===== src/rtl/uart_tx_buffered_if.sv =====
// Byte-write side and status/line outputs of the buffered UART transmitter.
// Valid/ready: a byte is taken on any rising edge with tx_wr=1 and tx_full=0; with tx_full=1 it is dropped and flagged.
interface uart_tx_buffered_if;
  logic       tx_wr;
  logic [7:0] tx_data;
  logic       tx_full;
  logic       tx_empty;
  logic       tx_busy;
  logic       tx_done;
  logic       tx_overflow;
  logic       UART_TX;
  logic [1:0] dbg_state;

  modport master (
    output tx_wr, tx_data,
    input  tx_full, tx_empty, tx_busy, tx_done, tx_overflow, UART_TX, dbg_state
  );

  modport slave (
    input  tx_wr, tx_data,
    output tx_full, tx_empty, tx_busy, tx_done, tx_overflow, UART_TX, dbg_state
  );
endinterface


===== src/rtl/uart_tx_buffered.sv =====
// 8N1 UART transmitter with its own baud divider and a small write FIFO.
// Queued bytes go out back-to-back; dbg_state exposes the FSM state.
module uart_tx_buffered #(
  parameter int CLK_FREQ = 100_000_000,
  parameter int BAUD     = 9600,
  parameter int FIFO_AW  = 2
) (
  input  logic          sysclk,
  input  logic          reset,
  uart_tx_buffered_if.slave bus
);
  localparam int BAUD_DIV = CLK_FREQ / BAUD;
  localparam int DEPTH    = 1 << FIFO_AW;
  localparam int CNT_W    = (BAUD_DIV > 1) ? $clog2(BAUD_DIV) : 1;

  typedef enum logic [1:0] {S_IDLE, S_START, S_DATA, S_STOP} state_t;

  logic [7:0]         mem_q [DEPTH];
  logic [FIFO_AW-1:0] wr_ptr_q, rd_ptr_q;
  logic [FIFO_AW:0]   count_q, count_d;
  logic               full, empty, wr_en, pop;
  logic               overflow_q;

  state_t             state_q, state_d;
  logic [CNT_W-1:0]   baud_q, baud_d;
  logic [2:0]         bit_q, bit_d;
  logic [7:0]         shift_q, shift_d;
  logic               tx_q, tx_d;
  logic               done;
  logic               baud_end;

  assign full     = (count_q == (FIFO_AW+1)'(DEPTH));
  assign empty    = (count_q == '0);
  // A full FIFO drops the write even when the FSM pops on the same edge.
  assign wr_en    = bus.tx_wr & ~full;
  assign baud_end = (baud_q == CNT_W'(BAUD_DIV - 1));

  always_comb begin
    count_d = count_q;
    case ({wr_en, pop})
      2'b10:   count_d = count_q + (FIFO_AW+1)'(1);
      2'b01:   count_d = count_q - (FIFO_AW+1)'(1);
      default: count_d = count_q;
    endcase
  end

  always_ff @(posedge sysclk) begin
    if (wr_en) mem_q[wr_ptr_q] <= bus.tx_data;
  end

  always_ff @(posedge sysclk) begin
    if (reset) begin
      wr_ptr_q   <= '0;
      rd_ptr_q   <= '0;
      count_q    <= '0;
      overflow_q <= 1'b0;
    end else begin
      if (wr_en) wr_ptr_q <= wr_ptr_q + FIFO_AW'(1);
      if (pop)   rd_ptr_q <= rd_ptr_q + FIFO_AW'(1);
      count_q <= count_d;
      if (bus.tx_wr && full) overflow_q <= 1'b1;
    end
  end

  // tx_d always carries the line level of the state being entered.
  always_comb begin
    state_d = state_q;
    baud_d  = baud_q;
    bit_d   = bit_q;
    shift_d = shift_q;
    tx_d    = tx_q;
    pop     = 1'b0;
    done    = 1'b0;
    case (state_q)
      S_IDLE: begin
        baud_d = '0;
        tx_d   = 1'b1;
        if (!empty) begin
          pop     = 1'b1;
          shift_d = mem_q[rd_ptr_q];
          state_d = S_START;
          tx_d    = 1'b0;
        end
      end
      S_START: begin
        if (baud_end) begin
          baud_d  = '0;
          bit_d   = 3'd0;
          state_d = S_DATA;
          tx_d    = shift_q[0];
        end else begin
          baud_d = baud_q + CNT_W'(1);
        end
      end
      S_DATA: begin
        if (baud_end) begin
          baud_d  = '0;
          shift_d = shift_q >> 1;
          if (bit_q == 3'd7) begin
            state_d = S_STOP;
            tx_d    = 1'b1;
          end else begin
            bit_d = bit_q + 3'd1;
            tx_d  = shift_q[1];
          end
        end else begin
          baud_d = baud_q + CNT_W'(1);
        end
      end
      S_STOP: begin
        if (baud_end) begin
          done   = 1'b1;
          baud_d = '0;
          if (!empty) begin
            pop     = 1'b1;
            shift_d = mem_q[rd_ptr_q];
            state_d = S_START;
            tx_d    = 1'b0;
          end else begin
            state_d = S_IDLE;
            tx_d    = 1'b1;
          end
        end else begin
          baud_d = baud_q + CNT_W'(1);
        end
      end
      default: begin
        state_d = S_IDLE;
        tx_d    = 1'b1;
      end
    endcase
  end

  always_ff @(posedge sysclk) begin
    if (reset) begin
      state_q <= S_IDLE;
      baud_q  <= '0;
      bit_q   <= '0;
      shift_q <= '0;
      tx_q    <= 1'b1;
    end else begin
      state_q <= state_d;
      baud_q  <= baud_d;
      bit_q   <= bit_d;
      shift_q <= shift_d;
      tx_q    <= tx_d;
    end
  end

  assign bus.tx_full     = full;
  assign bus.tx_empty    = empty;
  assign bus.tx_busy     = (state_q != S_IDLE);
  assign bus.tx_done     = done;
  assign bus.tx_overflow = overflow_q;
  assign bus.UART_TX     = tx_q;
  assign bus.dbg_state   = state_q;
endmodule


===== src/flat_wrapper.sv =====
// flat-port wrapper written by rule: the top's interface ports become plain ports
module uart_tx_buffered_flat 
#(
  parameter int CLK_FREQ = 100_000_000,
  parameter int BAUD     = 9600,
  parameter int FIFO_AW  = 2
)
  (sysclk, reset, bus_tx_wr, bus_tx_data, bus_tx_full, bus_tx_empty, bus_tx_busy, bus_tx_done, bus_tx_overflow, bus_UART_TX, bus_dbg_state);
  uart_tx_buffered_if bus_i ();
  input  logic sysclk;
  input  logic reset;
  input wire logic [$bits(bus_i.tx_wr)-1:0] bus_tx_wr;
  input wire logic [$bits(bus_i.tx_data)-1:0] bus_tx_data;
  output wire logic [$bits(bus_i.tx_full)-1:0] bus_tx_full;
  output wire logic [$bits(bus_i.tx_empty)-1:0] bus_tx_empty;
  output wire logic [$bits(bus_i.tx_busy)-1:0] bus_tx_busy;
  output wire logic [$bits(bus_i.tx_done)-1:0] bus_tx_done;
  output wire logic [$bits(bus_i.tx_overflow)-1:0] bus_tx_overflow;
  output wire logic [$bits(bus_i.UART_TX)-1:0] bus_UART_TX;
  output wire logic [$bits(bus_i.dbg_state)-1:0] bus_dbg_state;
  assign bus_i.tx_wr = bus_tx_wr;
  assign bus_i.tx_data = bus_tx_data;
  assign bus_tx_full = bus_i.tx_full;
  assign bus_tx_empty = bus_i.tx_empty;
  assign bus_tx_busy = bus_i.tx_busy;
  assign bus_tx_done = bus_i.tx_done;
  assign bus_tx_overflow = bus_i.tx_overflow;
  assign bus_UART_TX = bus_i.UART_TX;
  assign bus_dbg_state = bus_i.dbg_state;
  uart_tx_buffered #(.CLK_FREQ(CLK_FREQ), .BAUD(BAUD), .FIFO_AW(FIFO_AW)) u_core (.sysclk(sysclk), .reset(reset), .bus(bus_i));
endmodule

===== config.mk =====
export PLATFORM = sky130hd
export DESIGN_NAME = uart_tx_buffered_flat
export DESIGN_NICKNAME = d
export VERILOG_FILES = /design/src/rtl/uart_tx_buffered_if.sv /design/src/rtl/uart_tx_buffered.sv /design/src/flat_wrapper.sv
export SDC_FILE = /design/constraint.sdc
export NUM_CORES = 1
export LEC_CHECK = 0
export BUFFER_PORTS_ARGS = -buffer_cell sky130_fd_sc_hd__buf_2
export CAP_MARGIN = 30
export CORE_MARGIN = 2
export CORE_UTILIZATION = 30
export CTS_BUF_LIST = sky130_fd_sc_hd__clkbuf_4
export DETAILED_ROUTE_END_ITERATION = 10
export GPL_TIMING_DRIVEN = 0
export SLEW_MARGIN = 0
export SYNTH_ARGS = -nofsm -noshare
export SYNTH_HDL_FRONTEND = slang
export SYNTH_SLANG_ARGS = --single-unit

===== constraint.sdc =====
create_clock -name sysclk -period 3.5 [get_ports sysclk]
set_input_delay 0.175 -clock sysclk [delete_from_list [all_inputs] [get_ports sysclk]]
set_output_delay 0.175 -clock sysclk [all_outputs]
set_load 0.02 [all_outputs]

==> parameters.txt <==
Parameter                              Value

Logic synthesis
  Area contributors post-synth    sky130_fd_sc_hd__edfxtp_1 (29%), sky130_fd_sc_hd__dfxtp_1 (23%), sky130_fd_sc_hd__mux4_2 (5.5%)
  Total number of yosys warnings    0
  Average footprint of a synthesized cell    11.8 um^2
  Cell type contributing the most total cell area after synthesis    sky130_fd_sc_hd__edfxtp_1
  EDFF count, synth    32
  Syn Inst Count    around 280
  Number of distinct library cell variants in the gate-level netlist after synthesis    43
  Synth top area share    0.294
  Post-synthesis cell area    roughly 3300 um^2
  Async set-reset flop share out of synthesis    0
  Number of flip-flops and latches in the synthesized netlist    70
  Main synth FF type    sky130_fd_sc_hd__dfxtp_1
  Share of the yosys chip area belonging to registers    0.527
  Nets in the synthesized netlist    303

STA
  Setup repair after global routing missed its margin    false
  Max-Slew Margin vs Limit    0.450
  Setup TNS Final    0 ns
  Slew at the pin closest to its max-slew limit    ~0.82 ns
  Number of failing setup endpoints in the final timing report    0
  Maximum achievable frequency    0.322 GHz
  Min Clock Period, post-route    just over 3 ns
  Max-slew violation count    0
  Endpoints failing hold    0
  Clk_skew    around 0.022 ns
  Fin crit share    0.887

GRT
  Pin count of the biggest net entering global routing    13
  Initial antenna violation count    0
  Vias in the first global route    2107
  First-pass GRT wire length    around 10 mm
  Total congestion overflow after global routing    0
  Global routing usage summed across all routing layers    0.116

Place
  DP HPWL    just over 4 mm
  Total placed cells including tap cells    435
  Count of buffers inserted at the top-level ports    17
  Final RePlAce weighted congestion    0.806

Floorplanning
  I/O pins    19
  Area of the die    11700 um^2
  Horizontal die dimension    108 um
  Core Rows    38
  Height of the die    108 um
  Standard cell core area    approximately 11000 um^2
  Initial cell density of the core    0.304

Detailed routing
  Final WL    5.99 mm
  Post-route antenna net violation count    0
  Detailed-route vias per instance    ~4.7
  Overall via count from detail_route    2144
  DRC violation count after routing    0
  Initial detailed-routing violation count    96
  Number of search-and-repair iterations in the first detailed-routing pass    4
  Routed len/inst    13.0 um

Pwr
  Total power density per cell area    about 580 nW/um^2
  Worst vdd ir    between 150 and 200 uV
  P_leak    between 1 and 1.5 nW

Finish
  Seq. cell area    1720 um^2
  Area Overhead vs Synth    14.2%
  Final instance count without filler cells    460
  Area of the multi-input gates    1400 um^2
  Most common library cell in the layout ignoring fill and taps    sky130_fd_sc_hd__dfxtp_1
  Most frequent cells in the layout    sky130_fd_sc_hd__dfxtp_1 (38), sky130_fd_sc_hd__edfxtp_1 (32), sky130_fd_sc_hd__nand2_1 (22)
  Fraction of layout cells with a size suffix above 1    0.206
  Total inserted antenna cells    0
  Layout filler cell count    roughly 1100
  Post-layout net count    between 300 and 400

Setup path
  Startpoint type of the worst setup path    flop
  Slack of the worst reg-to-reg path    slightly below 0.4 ns
  Critical register-to-register path endpoint    u_core.count_q[2]$_SDFFE_PP0P_
  Critical Setup Path Class    flop to flop
  Req. time, crit path    3.85 ns
  Crit. End Element    flop
  FF-to-FF Start    u_core.baud_q[0]$_SDFF_PP0_
  FF-to-FF path depth    12
  Worst-path maximum fanout    8
  Worst endpoint data arrival time    3.46 ns

Clock network
  Clock sink count    70
  CTS tree    yes
  CTS root buffer    sky130_fd_sc_hd__clkbuf_4
  Clock transition at the registers of the reported paths    0.12 ns
  CTS buffer count    9
  # hold bufs at CTS    9
  Count of instances resized after the clock tree is built    0
  Max clock buf depth    2
  Clock latency reported for the late side of the worst-skew pair    0.43 ns
  H-tree level count    3
  Post-CTS setup-driven buffer insertion count    0

Worst hold path
  Depth of the worst hold-timing path    3
  Hold Crit Start    reset
  Endpoint, Worst Hold    u_core.shift_q[2]$_SDFFE_PP0P_
  Class of the worst hold path    primary input to flop

Job
  Number of max-capacitance violations reported    0

Outcome
  Run status    finished clean
-- state kept, by name, indices dropped and copies added (netlist names), named ones only --
signal,count
u_core.baud_q,14
u_core.bit_q,3
u_core.bus.UART_TX,1
u_core.bus.dbg_state,2
u_core.bus.tx_overflow,1
u_core.count_q,3
u_core.mem_q,32
u_core.rd_ptr_q,2
u_core.shift_q,8
u_core.wr_ptr_q,2
-- cell families after synthesis --
family / count (synthesis) / synth area share
AO/OA/AOI/OAI: 38 / 0.0724
multiplexers: 19 / 0.0915
AND/OR/NAND/NOR: 97 / 0.175
XOR/XNOR: 13 / 0.0348
buffers and inverters: 27 / 0.0436
adder cells (fa/ha/maj): 14 / 0.0559
flip-flops: 70 / 0.527
-- how the worst max path moves through the flow --
stage,endpoint,cells past startpoint,slack [ns],startpoint
floorplan,u_core.count_q[2]$_SDFFE_PP0P_,12,0.59,u_core.baud_q[0]$_SDFF_PP0_
global placement,u_core.count_q[2]$_SDFFE_PP0P_,12,0.44,u_core.baud_q[0]$_SDFF_PP0_
detailed placement,u_core.count_q[2]$_SDFFE_PP0P_,12,0.41,u_core.baud_q[0]$_SDFF_PP0_
CTS,u_core.count_q[2]$_SDFFE_PP0P_,12,0.40,u_core.baud_q[0]$_SDFF_PP0_
global route,u_core.count_q[2]$_SDFFE_PP0P_,12,0.11,u_core.baud_q[0]$_SDFF_PP0_
finish,u_core.count_q[2]$_SDFFE_PP0P_,12,0.40,u_core.baud_q[0]$_SDFF_PP0_
-- per-stage QoR --
| stage | setup WS (ns) | power [W] | instance area (um^2) | hold slack [ns] | util |
|---|---|---|---|---|---|
| 2_1_floorplan | 0.586 | 0.00157 | 3270 | 0.274 | - |
| 3_3_place_gp | 0.445 | 0.00172 | 3530 | 0.388 | 0.328 |
| 3_5_place_dp | 0.413 | 0.00174 | 3530 | 0.391 | 0.328 |
| 4_1_cts | 0.402 | 0.00220 | 3730 | 0.238 | 0.347 |
| 5_1_grt | 0.105 | 0.00233 | 3730 | 0.271 | 0.347 |
| 6_report | 0.395 | 0.00216 | 3730 | 0.263 | 0.347 |
-- synthesized netlist by cell type (all sizes together), types with 2 or more instances --
cell,number
mux4,8
nand4,9
ha,13
clkbuf,7
nand2,22
nor3b,4
a21boi,2
xor2,11
mux2,7
nor3,4
mux2i,4
nor2,24
o21ai,8
o311ai,3
dfxtp,38
buf,7
a21oi,18
edfxtp,32
nor2b,10
xnor2,2
a221oi,2
or3,5
and4,4
nand3,6
inv,13
and2,5
-- metal layers --
layer | wire length [um] | GRT usage | up-vias
met2 | 2710 | 0.172 | 36
met1 | 2910 | 0.153 | 1025
met3 | 267 | 0.0416 | 7
met5 | 0 | 0 | -
li1 | - | - | 1076
met4 | 103 | 0.0495 | 0
-- critical path: stages (launching register included) --
cell	delay, ns
sky130_fd_sc_hd__dfxtp_1	0.40
sky130_fd_sc_hd__ha_1	0.23
sky130_fd_sc_hd__and4_4	0.23
sky130_fd_sc_hd__buf_6	0.11
sky130_fd_sc_hd__nand4_1	0.27
sky130_fd_sc_hd__nor2_1	0.38
sky130_fd_sc_hd__o21a_1	0.20
sky130_fd_sc_hd__ha_1	0.19
sky130_fd_sc_hd__inv_1	0.06
sky130_fd_sc_hd__fa_1	0.37
sky130_fd_sc_hd__xor2_1	0.16
sky130_fd_sc_hd__or3_1	0.30
sky130_fd_sc_hd__a21oi_1	0.14
-- area by class of cell --
cell class	count	area share
Timing Repair Buffer	26	0.0469
Clock inverter	6	0.0104
Multi-Input combinational cell	181	0.376
Sequential cell	70	0.461
Inverter	13	0.0131
Buffer	14	0.0251
Tap cell	140	0.0469
Clock buffer	10	0.0201
-- report_power, final --
part / total [W] / switching (W) / internal, W
logic: 0.000687 / 0.000378 / 0.000309
clock network: 0.000439 / 0.000288 / 0.000151
registers: 0.00104 / 0.0000620 / 0.000973
total: 0.00216 / 0.000728 / 0.00143
(Power assumes the default switching activity.)
